File: src/rtl/alu_pkg.sv
// Shared opcode map, opcode legality check and sequencer state encoding.
// Pure declarations; no latency or flow control.
package alu_pkg;

    localparam logic [3:0] OP_ADD = 4'b0000;
    localparam logic [3:0] OP_SUB = 4'b0001;
    localparam logic [3:0] OP_INC = 4'b0010;
    localparam logic [3:0] OP_DEC = 4'b0011;
    localparam logic [3:0] OP_NEG = 4'b0100;
    localparam logic [3:0] OP_ABS = 4'b0101;
    localparam logic [3:0] OP_SHL = 4'b0111;
    localparam logic [3:0] OP_AND = 4'b1000;
    localparam logic [3:0] OP_OR  = 4'b1001;
    localparam logic [3:0] OP_XOR = 4'b1010;

    typedef enum logic [2:0] {
        S_LOAD_A  = 3'd0,
        S_LOAD_B  = 3'd1,
        S_LOAD_OP = 3'd2,
        S_EXEC    = 3'd3,
        S_SHOW    = 3'd4
    } seq_state_t;

    // 0110 is a hole in the ALU decode; everything above XOR is unassigned.
    function automatic logic is_legal_op(logic [3:0] op);
        return (op != 4'b0110) && (op <= OP_XOR);
    endfunction

endpackage

File: src/rtl/button_conditioner.sv
// Raw async button -> 2-FF sync -> optional counter debounce (DEBOUNCE_EN) -> one-cycle rising-edge pulse.
// Latency: pulse 3 clk after a clean pin rise, 3+DEB_CYCLES clk with DEBOUNCE_EN.
// Backpressure: none; a held button yields exactly one pulse.
module button_conditioner #(
    parameter int DEB_CYCLES = 500_000
) (
    input  logic clk,
    input  logic rst_n,
    input  logic btn_in,
    output logic pulse_o
);

    logic sync1_q, sync2_q;
    logic prev_q, prev_d;
    logic pulse_q, pulse_d;
    logic level;

    if (DEB_CYCLES < 1) begin : g_deb_cycles_check
        $error("DEB_CYCLES must be at least 1");
    end

    always_ff @(posedge clk or negedge rst_n) begin
        if (!rst_n) begin
            sync1_q <= 1'b0;
            sync2_q <= 1'b0;
        end else begin
            sync1_q <= btn_in;
            sync2_q <= sync1_q;
        end
    end

`ifdef DEBOUNCE_EN
    localparam int CW = (DEB_CYCLES < 2) ? 1 : $clog2(DEB_CYCLES);

    logic [CW-1:0] cnt_q, cnt_d;
    logic          deb_q, deb_d;

    // The debounced level follows the synchroniser only after it has
    // disagreed for DEB_CYCLES samples in a row; any agreement restarts.
    always_comb begin
        cnt_d = cnt_q;
        deb_d = deb_q;
        if (sync2_q == deb_q) begin
            cnt_d = '0;
        end else if (cnt_q == CW'(DEB_CYCLES - 1)) begin
            deb_d = sync2_q;
            cnt_d = '0;
        end else begin
            cnt_d = cnt_q + 1'b1;
        end
    end

    always_ff @(posedge clk or negedge rst_n) begin
        if (!rst_n) begin
            cnt_q <= '0;
            deb_q <= 1'b0;
        end else begin
            cnt_q <= cnt_d;
            deb_q <= deb_d;
        end
    end

    assign level = deb_q;
`else
    assign level = sync2_q;
`endif

    always_comb begin
        prev_d  = level;
        pulse_d = level & ~prev_q;
    end

    always_ff @(posedge clk or negedge rst_n) begin
        if (!rst_n) begin
            prev_q  <= 1'b0;
            pulse_q <= 1'b0;
        end else begin
            prev_q  <= prev_d;
            pulse_q <= pulse_d;
        end
    end

    assign pulse_o = pulse_q;

endmodule

File: src/rtl/alu_operand_sequencer.sv
// Loads ALU operand A, operand B and opcode from switches on enter presses, then snapshots result and flags.
// Latency: result captured 1 clk after opcode commit; buttons add 3 clk (3+DEB_CYCLES with DEBOUNCE_EN).
// Backpressure: none; clear aborts from any state and wins over a simultaneous enter.
module alu_operand_sequencer
    import alu_pkg::*;
#(
    parameter int N          = 6,
    parameter int DEB_CYCLES = 500_000
) (
    input  logic         clk,
    input  logic         rst_n,
    input  logic [N-1:0] sw,
    input  logic         btn_enter,
    input  logic         btn_clear,
    output logic [N-1:0] alu_a,
    output logic [N-1:0] alu_b,
    output logic [3:0]   alu_sel,
    input  logic [N-1:0] alu_out,
    input  logic [3:0]   alu_flags,
    output logic [N-1:0] res_out,
    output logic [3:0]   res_flags,
    output logic         res_valid,
    output logic         op_err,
    output logic [2:0]   state_o
);

    if (N < 4) begin : g_width_check
        $error("N must be at least 4 to carry the opcode");
    end

    logic enter_pls, clear_pls;

    button_conditioner #(.DEB_CYCLES(DEB_CYCLES)) u_enter (
        .clk     (clk),
        .rst_n   (rst_n),
        .btn_in  (btn_enter),
        .pulse_o (enter_pls)
    );

    button_conditioner #(.DEB_CYCLES(DEB_CYCLES)) u_clear (
        .clk     (clk),
        .rst_n   (rst_n),
        .btn_in  (btn_clear),
        .pulse_o (clear_pls)
    );

    seq_state_t   state_q, state_d;
    logic [N-1:0] alu_a_q, alu_a_d;
    logic [N-1:0] alu_b_q, alu_b_d;
    logic [3:0]   alu_sel_q, alu_sel_d;
    logic [N-1:0] res_out_q, res_out_d;
    logic [3:0]   res_flags_q, res_flags_d;
    logic         res_valid_q, res_valid_d;
    logic         op_err_q, op_err_d;

    always_comb begin
        state_d     = state_q;
        alu_a_d     = alu_a_q;
        alu_b_d     = alu_b_q;
        alu_sel_d   = alu_sel_q;
        res_out_d   = res_out_q;
        res_flags_d = res_flags_q;
        res_valid_d = res_valid_q;
        op_err_d    = op_err_q;

        if (clear_pls) begin
            state_d     = S_LOAD_A;
            alu_a_d     = '0;
            alu_b_d     = '0;
            alu_sel_d   = '0;
            res_out_d   = '0;
            res_flags_d = '0;
            res_valid_d = 1'b0;
            op_err_d    = 1'b0;
        end else begin
            case (state_q)
                S_LOAD_A: if (enter_pls) begin
                    alu_a_d     = sw;
                    res_valid_d = 1'b0;
                    state_d     = S_LOAD_B;
                end
                S_LOAD_B: if (enter_pls) begin
                    alu_b_d = sw;
                    state_d = S_LOAD_OP;
                end
                S_LOAD_OP: if (enter_pls) begin
                    if (is_legal_op(sw[3:0])) begin
                        alu_sel_d = sw[3:0];
                        op_err_d  = 1'b0;
                        state_d   = S_EXEC;
                    end else begin
                        op_err_d  = 1'b1;
                    end
                end
                // alu_sel changed on entry, so the ALU output has settled here.
                S_EXEC: begin
                    res_out_d   = alu_out;
                    res_flags_d = alu_flags;
                    res_valid_d = 1'b1;
                    state_d     = S_SHOW;
                end
                S_SHOW: if (enter_pls) begin
                    state_d = S_LOAD_A;
                end
                default: state_d = S_LOAD_A;
            endcase
        end
    end

    always_ff @(posedge clk or negedge rst_n) begin
        if (!rst_n) begin
            state_q     <= S_LOAD_A;
            alu_a_q     <= '0;
            alu_b_q     <= '0;
            alu_sel_q   <= '0;
            res_out_q   <= '0;
            res_flags_q <= '0;
            res_valid_q <= 1'b0;
            op_err_q    <= 1'b0;
        end else begin
            state_q     <= state_d;
            alu_a_q     <= alu_a_d;
            alu_b_q     <= alu_b_d;
            alu_sel_q   <= alu_sel_d;
            res_out_q   <= res_out_d;
            res_flags_q <= res_flags_d;
            res_valid_q <= res_valid_d;
            op_err_q    <= op_err_d;
        end
    end

    assign alu_a     = alu_a_q;
    assign alu_b     = alu_b_q;
    assign alu_sel   = alu_sel_q;
    assign res_out   = res_out_q;
    assign res_flags = res_flags_q;
    assign res_valid = res_valid_q;
    assign op_err    = op_err_q;
    assign state_o   = state_q;

endmodule
File: config.mk
export PLATFORM = sky130hd
export DESIGN_NAME = alu_operand_sequencer
export DESIGN_NICKNAME = d
export VERILOG_FILES = /design/src/rtl/alu_pkg.sv /design/src/rtl/button_conditioner.sv /design/src/rtl/alu_operand_sequencer.sv
export SDC_FILE = /design/constraint.sdc
export NUM_CORES = 1
export LEC_CHECK = 0
export BUFFER_PORTS_ARGS = -buffer_cell sky130_fd_sc_hd__buf_4
export CAP_MARGIN = 5
export CORE_MARGIN = 5
export CORE_UTILIZATION = 50
export DETAILED_ROUTE_END_ITERATION = 8
export PLACE_DENSITY = 0.83
export REMOVE_ABC_BUFFERS = 1
export SLEW_MARGIN = 20
export SYNTH_ARGS = -nofsm -noshare
export SYNTH_HDL_FRONTEND = slang
export SYNTH_HIERARCHICAL = 1
export SYNTH_SLANG_ARGS = --single-unit
File: constraint.sdc
create_clock -name clk -period 3 [get_ports clk]
set_clock_uncertainty 0.2 [all_clocks]
set_input_delay 0 -clock clk [delete_from_list [all_inputs] [get_ports clk]]
set_output_delay 0 -clock clk [all_outputs]
set_load 0.01 [all_outputs]
==> results of run 1 <==
==> cell type report <==
| cell class | instances | area [sq um] |
|---|---|---|
| multi-input combinational | 79 | 588 |
| clock buffer | 5 | 37.5 |
| timing repair buffer | 71 | 596 |
| clock inverter | 1 | 7.51 |
| fill | 216 | 818 |
| tap | 44 | 55.1 |
| sequential | 39 | 976 |
==> Yosys cell counts <==
cell type / instances / area [sq um]
o21ai_2: 1 / 8.76
nand4bb_1: 1 / 11.3
buf_4: 2 / 15.0
mux2i_1: 15 / 150
nor3_2: 1 / 10.0
nor3_1: 5 / 25.0
o21a_1: 1 / 7.51
mux2_2: 1 / 11.3
nor2_4: 1 / 11.3
a31oi_1: 1 / 6.26
nand3_1: 1 / 5.00
nand2_2: 1 / 6.26
buf_6: 2 / 22.5
a211oi_2: 1 / 12.5
nor2b_1: 2 / 12.5
nor4b_1: 1 / 8.76
nor2_1: 18 / 67.6
xor2_1: 1 / 8.76
nor2b_4: 2 / 27.5
nand2_1: 2 / 7.51
nand2_4: 1 / 11.3
a21oi_2: 1 / 8.76
and4bb_1: 1 / 12.5
nor3_4: 1 / 16.3
nand2b_1: 7 / 43.8
buf_2: 3 / 15.0
dfrtp_1: 39 / 976
a21oi_1: 2 / 10.0
a22o_1: 10 / 87.6
==> power by group <==
| group | total [mW] | leakage (nW) | switching, mW | internal [mW] |
|---|---|---|---|---|
| Clock | 0.239 | 0.0232 | 0.156 | 0.0825 |
| Sequential | 0.727 | 0.517 | 0.105 | 0.622 |
| Combinational | 0.462 | 0.585 | 0.203 | 0.259 |
==> per-stage QoR <==
stage          total power, mW  hold WS, ns  utilization [%]  std cells  area, sq um
2_1_floorplan            0.947       -0.496                -        118         1560
3_3_place_gp              1.16       -0.214             64.8        212         1990
3_5_place_dp              1.18       -0.208             64.8        212         1990
4_1_cts                   1.44       0.0874             73.4        239         2260
5_1_grt                   1.51       0.0869             73.4        239         2260
6_report                  1.43       0.0985             73.4        239         2260
==> state kept, by name, summed over array words and instances, names as in the netlist <==
| name | count |
|---|---|
| u_enter/pulse_o | 1 |
| u_enter/level | 1 |
| op_err | 1 |
| alu_a | 6 |
| alu_sel | 4 |
| u_clear/pulse_o | 1 |
| state_o | 3 |
| u_clear/sync1_q | 1 |
| res_out | 6 |
| u_clear/prev_q | 1 |
| res_flags | 4 |
| res_valid | 1 |
| alu_b | 6 |
| u_enter/sync1_q | 1 |
| u_enter/prev_q | 1 |
| u_clear/level | 1 |
==> worst paths after layout <==
kind | endpoint | cells past startpoint | startpoint
worst max register to register | res_out[2]$_DFFE_PN0P_ | 2 | u_clear/pulse_o$_DFF_PN0_
max in group asynchronous | op_err$_DFFE_PN0P_ | 4 | rst_n
worst min-delay path | u_enter/sync1_q$_DFF_PN0_ | 2 | btn_enter
min in group asynchronous | alu_b[3]$_DFFE_PN0P_ | 4 | rst_n
worst max-delay path | res_out[2]$_DFFE_PN0P_ | 2 | u_clear/pulse_o$_DFF_PN0_
worst min register to register | u_enter/level$_DFF_PN0_ | 0 | u_enter/sync1_q$_DFF_PN0_
==> critical path: cells and delay by family (launching register included) <==
family	cells	cell delay (ns)
simple gates	1	0.65
flops	1	0.70
compound gates	1	0.24
==> per-layer routing <==
layer / share of wire (%) / global-route usage [%] / vias up
met5: 0 / 0 / -
met1: 42 / 21.2 / 570
met2: 48 / 30.1 / 52
met3: 7.6 / 5.06 / 9
met4: 1.9 / 8.10 / 0
li1: - / - / 576
==> cells by family (layout without fill, tap and decap cells) <==
| kind of cell | count (synthesis) | in the layout | share of synthesized area (%) |
|---|---|---|---|
| buf+inv | 7 | 77 | 3.25 |
| compound gates | 17 | 17 | 8.75 |
| flops | 39 | 39 | 60.4 |
| simple gates | 45 | 45 | 17.1 |
| xor+xnor | 1 | 1 | 0.542 |
| mux | 16 | 16 | 9.98 |
==> timing repair <==
item,in CTS,in global routing
setup endpoints to repair,0,0
endpoints found under the hold margin,69,0
hold buffers,21,0
==> key figures, run 1 <==
CTS
  • Clock Tree Buf Depth: 2
  • Num CTS Buffers: 5
  • Post-CTS Setup Bufs: 0
  • Latest clock arrival within the worst-skew pair: 0.33 ns
  • Clock-pin slew on the worst setup and hold paths: 0.11 ns
  • Clock Tree Root: clkbuf_4
  • Post-cts resize count: 0
  • CTS tree: yes
  • H-tree Lvls: 2
  • Clock Sinks: 39

Floorplanning
  • Cell row count: 20
  • Core area: 3080 sq um
  • IO Pins: 51
  • Die Footprint: 4470 sq um
  • Starting Density: 52.5%
  • Die width: 66.9 microns
  • Vert. Die Dim: 66.9 microns

Timing
  • Final critical-path share of the clock period: 62.0%
  • RSZ-0062 raised after global routing: no
  • Relative slew slack: 44.5%
  • Final setup margin: 1.14 ns
  • Final hold violations: 0
  • Crit path time final: 1.86 ns
  • Achievable frequency: 537 MHz
  • Worst Tran Pin Value: 0.833 ns
  • Setup Viol. Count Final: 0
  • Slew Limit Fails: 0
  • Setup tns final: 0 ns

Global routing
  • Number of global-route vias before repair: 1233
  • Total GRT Usage: 17.9%
  • Initial antenna violation count: 0
  • Total grt overflow: 0
  • First-pass GRT wire length: 5.83 mm
  • Largest net degree at the start of global routing: 40

Logic synthesis
  • Mean post-synth cell area: 12.9 sq um
  • Synth unique cells: 29
  • Synthesized flop and latch total: 39
  • Register area share after synthesis: 60.4%
  • Synthesized area: 1620 sq um
  • Yosys warning count: 6
  • Mapped Cells: 125

Placement
  • Final Wtd Congestion: 0.769
  • Pre-CTS WS: 1.13 ns
  • Hpwl dp: 2.35 mm
  • IO buf count: 50

Worst setup path
  • Critical path peak fanout: 27
  • Reg2reg setup slack: 1.14 ns
  • Critical path capture point type: flop
  • Setup CP Type: flop to flop
  • Worst path arrival time: 1.94 ns
  • Startpoint Class: flop
  • Worst path cell trace: nor3_2 -> a22o_1
  • Slowest stage delay, CP: 0.70 ns
  • Crit path max-delay cell type: dfrtp_1
  • Required time of the critical path: 3.08 ns

Worst hold path
  • Hold WC Path Type: primary input to flop

Routing
  • Via Count: 1207
  • Via density: 5.05
  • ANT nets after route: 0
  • DRT Pass-1 Iters: 4
  • Final wirelength: 3.53 mm
  • Avg WL per Cell: 14.8 microns
  • Initial DRC count: 55
  • DRC: 0

Status
  • Outcome: completed

Final layout
  • P&R area growth vs syn: 39.8%
  • Share of layout cells above drive strength 1: 34.9%
  • # diodes: 0
  • Commonest non-fill, non-tap cell in the layout: buf_4
  • Most frequent cells in the layout: buf_4, dfrtp_1, dlygate4sd3_1
  • # nets final: 216

Run
  • Max-capacitance violation count: 0

Power and ir drop
  • VDD IR-drop max: 340 uV
  • Leak: 1.12 nW
  • PwrDens: 632 nW/um^2
Power figures use the tool's default switching activity.
==> inputs of run 2 (changes only) <==
Settings changed: ABC_AREA set to 1, CORE_UTILIZATION 50 to 45, PLACE_DENSITY 0.83 to 0.78.
Clock period 3 ns to 1.7 ns, I/O delays scaled along.
==> run 2 against run 1 <==
Net effect: register-to-register slack worse by 1.0 ns; critical path type unchanged; highest routed layer unchanged; clock power grew to 2.6 times the previous value; sequential cell count stayed put; wire length is 8.9% higher; worst setup slack worse by 1.0 ns; combinational power grew to 2.6 times the previous value; synthesized area is 3.3% higher; utilization is 8.3 points lower.
==> key figures, run 2 <==
CTS
  • Post-CTS Setup Bufs: 0 (unchanged)
  • H-tree Lvls: 2 (unchanged)
  • Clock-pin slew on the worst setup and hold paths: 0.08 ns (-0.03 ns)
  • CTS tree: yes
  • Clock Tree Root: clkbuf_8
  • Latest clock arrival within the worst-skew pair: 0.29 ns (-0.04 ns)
  • Num CTS Buffers: 5 (unchanged)
  • Clock Sinks: 39 (unchanged)
  • Clock Tree Buf Depth: 2 (unchanged)

Routing
  • Initial DRC count: 74 (+35%)
  • Via density: 4.76 (-5.7%)
  • ANT nets after route: 0 (unchanged)
  • Avg WL per Cell: 12.7 microns (-14%)
  • DRT Pass-1 Iters: 4 (unchanged)
  • Final wirelength: 3.85 mm (+8.9%)
  • Via Count: 1443 (+20%)
  • DRC: 0 (unchanged)

Logic synthesis
  • Mean post-synth cell area: 9.23 sq um (-29%)
  • Main synth FF type: dfrtp_1
  • Mapped Cells: 181 (+45%)
  • Synthesized area: 1670 sq um (+3.3%)
  • Post-synth EDFFs: 0 (unchanged)
  • Synth top area cells: dfrtp_1, nand2_1, nand3_1
  • Synthesized flop and latch total: 39 (unchanged)
  • Synth unique cells: 21 (-28%)
  • Post-synth top cells: dfrtp_1, nand2_1, inv_1, nand3_1, o21ai_1
  • Yosys warning count: 6 (unchanged)
  • Yosys top cell area share: 58.4% (-1.9 points)
  • Register area share after synthesis: 58.4% (-1.9 points)
  • Post-synthesis async set-or-reset flop share: 100% (unchanged)
  • Cell taking the most area after synthesis: dfrtp_1

Global routing
  • Largest net degree at the start of global routing: 40 (unchanged)
  • First-pass GRT wire length: 6.42 mm (+10%)
  • Total grt overflow: 0 (unchanged)
  • Total GRT Usage: 16.3% (-1.6 points)
  • Initial antenna violation count: 0 (unchanged)
  • Number of global-route vias before repair: 1426 (+16%)

Worst setup path
  • RR Endpoint: state_o[1]$_DFFE_PN0P_
  • Required time of the critical path: 1.68 ns (-1.40 ns)
  • R2r startpoint: state_o[0]$_DFFE_PN0P_
  • Setup CP Type: flop to flop
  • Slowest stage delay, CP: 0.46 ns (-0.24 ns)
  • Crit path max-delay cell type: dfrtp_1
  • Worst path cell trace: inv_1 -> nand2_1 -> nor2_1 -> nand3_1 -> nand2_2 -> nand2_1 -> nand2_1 -> nand2_1
  • Reg2reg setup slack: 0.14 ns (-1.00 ns)
  • Worst reg2reg path depth: 8 (+6)
  • CP delay by family, top: simple AND/OR/NAND/NOR gates
  • Most used cell, CP: nand2_1
  • Critical path peak fanout: 7 (-74%)
  • Critical path capture point type: flop
  • Buffers plus inverters on the worst setup path: 1 (+1)
  • Startpoint Class: flop
  • Worst path arrival time: 1.54 ns (-0.40 ns)

Timing
  • Relative slew slack: 68.4% (+24 points)
  • Crit path time final: 1.56 ns (-0.305 ns)
  • Slew Limit Fails: 0 (unchanged)
  • Final hold violations: 0 (unchanged)
  • Setup tns final: 0 ns (unchanged)
  • Final critical-path share of the clock period: 91.6% (+30 points)
  • Final setup margin: 0.143 ns (-0.995 ns)
  • RSZ-0062 raised after global routing: no
  • Achievable frequency: 642 MHz (+20%)
  • Setup Viol. Count Final: 0 (unchanged)
  • Worst Tran Pin Value: 0.475 ns (-0.359 ns)

Final layout
  • # diodes: 0 (unchanged)
  • Commonest non-fill, non-tap cell in the layout: buf_4
  • # nets final: 275 (+27%)
  • P&R area growth vs syn: 41.7%
  • Share of layout cells above drive strength 1: 32.5% (-2.3 points)
  • Most frequent cells in the layout: buf_4, nand2_1, dfrtp_1
  • Core Util, Final: 65.2% (-8.3 points)
  • Layout Cells excl Fill: 303 (+27%)

Floorplanning
  • Vert. Die Dim: 70.9 microns (+6.1%)
  • Starting Density: 46.0% (-6.5 points)
  • Core area: 3630 sq um (+18%)
  • Cell row count: 22 (+10%)
  • IO Pins: 51 (unchanged)
  • Die width: 70.9 microns (+6.1%)
  • Die Footprint: 5030 sq um (+13%)

Worst hold path
  • Hold WC Path Type: primary input to asynchronous set/reset pin

Power and ir drop
  • Power Total: 3.16 mW (+120%)
  • Clock power share: 19.6% (+2.9 points)
  • Sw frac: 34.5% (+2.0 points)
  • Sequential share of power: 43.1% (-7.8 points)
  • P_sw: 1.09 mW (+140%)
  • Leak: 1.27 nW (+13%)
  • PwrDens: 1340 nW/um^2 (+110%)
  • VDD IR-drop max: 707 uV (+110%)
  • Cell Int Power: 2.07 mW (+110%)
  • Comb power frac: 37.4% (+5.0 points)

Status
  • Outcome: completed

Run
  • Max-capacitance violation count: 0 (unchanged)

Placement
  • Placed Cells: 277 (+31%)
  • Final Wtd Congestion: 0.922 (+20%)
  • Hpwl dp: 2.52 mm (+7.2%)
  • IO buf count: 50 (unchanged)
  • Pre-CTS WS: 0.148 ns (-0.987 ns)
## run 2: cell types whose count changed in the layout (fill, tap and decap cells not counted), sizes merged, moves of 2 or more
cell	change
nor2	-6
inv	+29
nor3	-7
clkinv	+2
o21ai	+20
mux2i	-15
a21oi	-2
buf	+3
nand2b	-7
a22o	-10
nand3	+25
nor2b	-4
nand2	+39
## run 2: per-stage QoR
step / hold WS, ns / instance area [sq um]
after floorplan: -0.496 / 1620
after global placement: -0.209 / 2090
after detailed placement: -0.207 / 2090
after CTS: 0.0274 / 2370
after global routing: 0.0699 / 2370
final: 0.0105 / 2370
## run 2: worst max path at each step
stage | from | to | cells after the start
2_1_floorplan | state_o[1]$_DFFE_PN0P_ | alu_b[2]$_DFFE_PN0P_ | 5
3_3_place_gp | u_clear/pulse_o$_DFF_PN0_ | alu_sel[1]$_DFFE_PN0P_ | 8
3_5_place_dp | u_clear/pulse_o$_DFF_PN0_ | state_o[1]$_DFFE_PN0P_ | 8
4_1_cts | u_clear/pulse_o$_DFF_PN0_ | alu_sel[3]$_DFFE_PN0P_ | 8
5_1_grt | u_clear/pulse_o$_DFF_PN0_ | alu_sel[3]$_DFFE_PN0P_ | 8
6_report | state_o[0]$_DFFE_PN0P_ | state_o[1]$_DFFE_PN0P_ | 8
## run 2: what timing repair did
action,in CTS,in global routing
hold endpoints to repair,67,0
gates resized for setup,0,1
endpoints found under the setup margin,0,4
hold buffers,19,0
## run 2: power by group through the flow
stage	combinational (mW)	sequential (mW)	clock (mW)
2_1_floorplan	0.469	1.47	0
3_3_place_gp	1.14	1.37	0
3_5_place_dp	1.15	1.37	0
4_1_cts	1.19	1.36	0.632
5_1_grt	1.30	1.39	0.658
6_report	1.18	1.36	0.618
## run 2: cells by family after synthesis
family | after synthesis | synth area share (%)
simple gates | 84 | 23.6
buf+inv | 36 | 10.0
flops | 39 | 58.4
compound gates | 22 | 7.94
## run 2: per-layer routing
layer | wire length [microns] | global-route usage [%] | up-vias
li1 | - | - | 721
met1 | 1690 | 20.3 | 677
met2 | 1910 | 27.8 | 41
met3 | 225 | 4.69 | 4
met4 | 27 | 4.38 | 0
met5 | 0 | 0 | -
## run 2: area by class of cell
cell class / count / area (sq um)
clock buffers: 6 / 82.6
flip-flops and latches: 39 / 977
well taps: 48 / 60.1
inverters: 30 / 120
multi-input cells: 106 / 527
repair buffers: 73 / 596
clock inverters: 1 / 5.00
fillers: 321 / 1270
==> inputs of run 3 (changes only) <==
Settings changed: CELL_PAD_IN_SITES_DETAIL_PLACEMENT set to 0, CELL_PAD_IN_SITES_GLOBAL_PLACEMENT set to 2, CORE_UTILIZATION 45 to 26, PLACE_DENSITY 0.78 to 0.77.
==> run 3 against run 2 <==
Net effect: critical path depth stayed put; critical path type unchanged; utilization is 27 points lower; cell count grew 11%; count of clock-buffer cells in the layout increased by 2; clock power up 10%; wire length increased by 1.3%; highest routed layer unchanged.
==> key figures, run 3 (same netlist as run 2, synthesis figures left out) <==
Placement
  • Pre-CTS WS: 0.168 ns (+0.0205 ns)
  • Hpwl dp: 2.87 mm (+14%)
  • Final Wtd Congestion: 0.730 (-21%)
  • Placed Cells: 308 (+11%)
  • IO buf count: 50 (unchanged)

Floorplanning
  • Die width: 90.2 microns (+27%)
  • Vert. Die Dim: 90.2 microns (+27%)
  • Starting Density: 26.5% (-20 points)
  • Cell row count: 29 (+32%)
  • IO Pins: 51 (unchanged)
  • Die Footprint: 8130 sq um (+62%)
  • Core area: 6310 sq um (+74%)

Timing
  • Setup tns final: 0 ns (unchanged)
  • Final critical-path share of the clock period: 89.9% (-1.7 points)
  • Slew Limit Fails: 0 (unchanged)
  • Relative slew slack: 67.0% (-1.3 points)
  • RSZ-0062 raised after global routing: no
  • Final hold slack: 0.0148 ns (+0.00426 ns)
  • Setup Viol. Count Final: 0 (unchanged)
  • Achievable frequency: 655 MHz (+1.9%)
  • Final setup margin: 0.172 ns (+0.0294 ns)
  • Final hold violations: 0 (unchanged)
  • Worst Tran Pin Value: 0.495 ns (+0.0202 ns)
  • Crit path time final: 1.53 ns (-0.0294 ns)

Final layout
  • Most frequent cells in the layout: buf_4, nand2_1, dfrtp_1
  • # nets final: 277 (+0.73%)
  • Core Util, Final: 38.5% (-27 points)
  • Fillcell total: 664 (+110%)
  • P&R area growth vs syn: 45.5%
  • # diodes: 0 (unchanged)
  • Share of layout cells above drive strength 1: 32.6% (about the same)
  • Commonest non-fill, non-tap cell in the layout: buf_4
  • Layout Cells excl Fill: 335 (+11%)

Routing
  • Final wirelength: 3.90 mm (+1.3%)
  • DRC: 0 (unchanged)
  • Via density: 4.25 (-11%)
  • Avg WL per Cell: 11.6 microns (-8.4%)
  • DRT Pass-1 Iters: 4 (unchanged)
  • Via Count: 1425 (-1.2%)
  • Initial DRC count: 47 (-36%)
  • ANT nets after route: 0 (unchanged)

Global routing
  • Number of global-route vias before repair: 1472 (+3.2%)
  • First-pass GRT wire length: 6.74 mm (+5.0%)
  • Total grt overflow: 0 (unchanged)
  • Largest net degree at the start of global routing: 40 (unchanged)
  • Total GRT Usage: 10.1% (-6.2 points)
  • Initial antenna violation count: 0 (unchanged)

Worst setup path
  • Most used cell, CP: nand2_1
  • Setup CP Type: flop to flop
  • Critical path peak fanout: 14 (+7)
  • Crit path max-delay cell type: dfrtp_1
  • Required time of the critical path: 1.69 ns (about the same)
  • Worst Setup SP: u_clear/pulse_o$_DFF_PN0_
  • Startpoint Class: flop
  • Slowest stage delay, CP: 0.48 ns (+0.02 ns)
  • Worst path arrival time: 1.52 ns (-0.02 ns)
  • Critical path capture point type: flop
  • Reg2reg setup slack: 0.17 ns (+0.03 ns)
  • Worst path cell trace: inv_4 -> nand2_2 -> nand2_1 -> nand2_1 -> nand2_4 -> clkinv_4 -> nand2_1 -> nand2_1
  • Crit path capture: alu_sel[1]$_DFFE_PN0P_
  • R2r startpoint: u_clear/pulse_o$_DFF_PN0_
  • Worst reg2reg path depth: 8 (unchanged)
  • RR Endpoint: alu_sel[1]$_DFFE_PN0P_

Power and ir drop
  • VDD IR-drop max: 455 uV (-36%)
  • PwrDens: 1330 nW/um^2 (-0.26%)
  • Leak: 1.29 nW (+1.2%)

CTS
  • Clock Sinks: 39 (unchanged)
  • Clock Tree Buf Depth: 2 (unchanged)
  • H-tree Lvls: 2 (unchanged)
  • Clock Tree Root: clkbuf_8
  • Num CTS Buffers: 5 (unchanged)
  • Latest clock arrival within the worst-skew pair: 0.28 ns (about the same)
  • CTS tree: yes
  • Clock-pin slew on the worst setup and hold paths: 0.08 ns (about the same)
  • Post-cts resize count: 0 (unchanged)

Status
  • Outcome: completed

Worst hold path
  • Hold WC Path Type: primary input to asynchronous set/reset pin

Run
  • Max-capacitance violation count: 0 (unchanged)
==> run 3: cell count changes in the layout (fill, tap and decap cells not counted) <==
cell,before,now
buf_4,54,56
clkbuf_1,0,1
clkbuf_8,6,7
clkinv_2,1,0
dfrtp_1,38,39
dfrtp_2,1,0
==> run 3: worst max-delay path, delay by kind of cell, from the launching register on <==
kind          cells  cell delay [ns]
buf+inv           2             0.26
flops             1             0.48
simple gates      6             0.50
==> run 3: what timing repair did <==
action | 4_1_cts | 5_1_grt
endpoints found under the hold margin | 67 | 0
hold buffers | 19 | 0
buffers inserted | 0 | 0
==> run 3: per-layer routing <==
layer,wire length (microns),vias up,global-route usage (%)
met1,1850,669,12.9
li1,-,720,-
met5,0,-,0
met3,201,5,3.26
met4,60,0,4.09
met2,1790,31,15.7
==> run 3: cell type report <==
cell class | count | area (sq um) | share of cell area, %
clock buffer | 8 | 100 | 4.12
inverter | 30 | 120 | 4.94
multi-input combinational | 106 | 527 | 21.7
sequential | 39 | 976 | 40.2
tap | 77 | 96.3 | 3.96
timing repair buffer | 75 | 611 | 25.1
==> run 3: per-stage QoR <==
| stage | power (mW) | cell area, sq um |
|---|---|---|
| 2_1_floorplan | 1.94 | 1620 |
| 3_5_place_dp | 2.57 | 2140 |
| 4_1_cts | 3.30 | 2430 |
| 3_3_place_gp | 2.56 | 2140 |
| 5_1_grt | 3.47 | 2430 |
| 6_report | 3.24 | 2430 |
==> run 3: power by group <==
| part | switching (mW) | internal [mW] |
|---|---|---|
| sequential | 0.175 | 1.18 |
| combinational | 0.613 | 0.587 |
| clock | 0.311 | 0.370 |
| total | 1.10 | 2.14 |
==> run 3: worst min-delay path by stage <==
stage / slack [ns] / to / cells past startpoint / startpoint
2_1_floorplan: -0.50 / alu_a[0]$_DFFE_PN0P_ / 0 / rst_n
3_3_place_gp: -0.19 / res_out[2]$_DFFE_PN0P_ / 1 / rst_n
3_5_place_dp: -0.19 / res_flags[1]$_DFFE_PN0P_ / 1 / rst_n
4_1_cts: 0.04 / res_out[5]$_DFFE_PN0P_ / 2 / rst_n
5_1_grt: 0.08 / alu_b[5]$_DFFE_PN0P_ / 2 / rst_n
6_report: 0.01 / res_out[5]$_DFFE_PN0P_ / 2 / rst_n
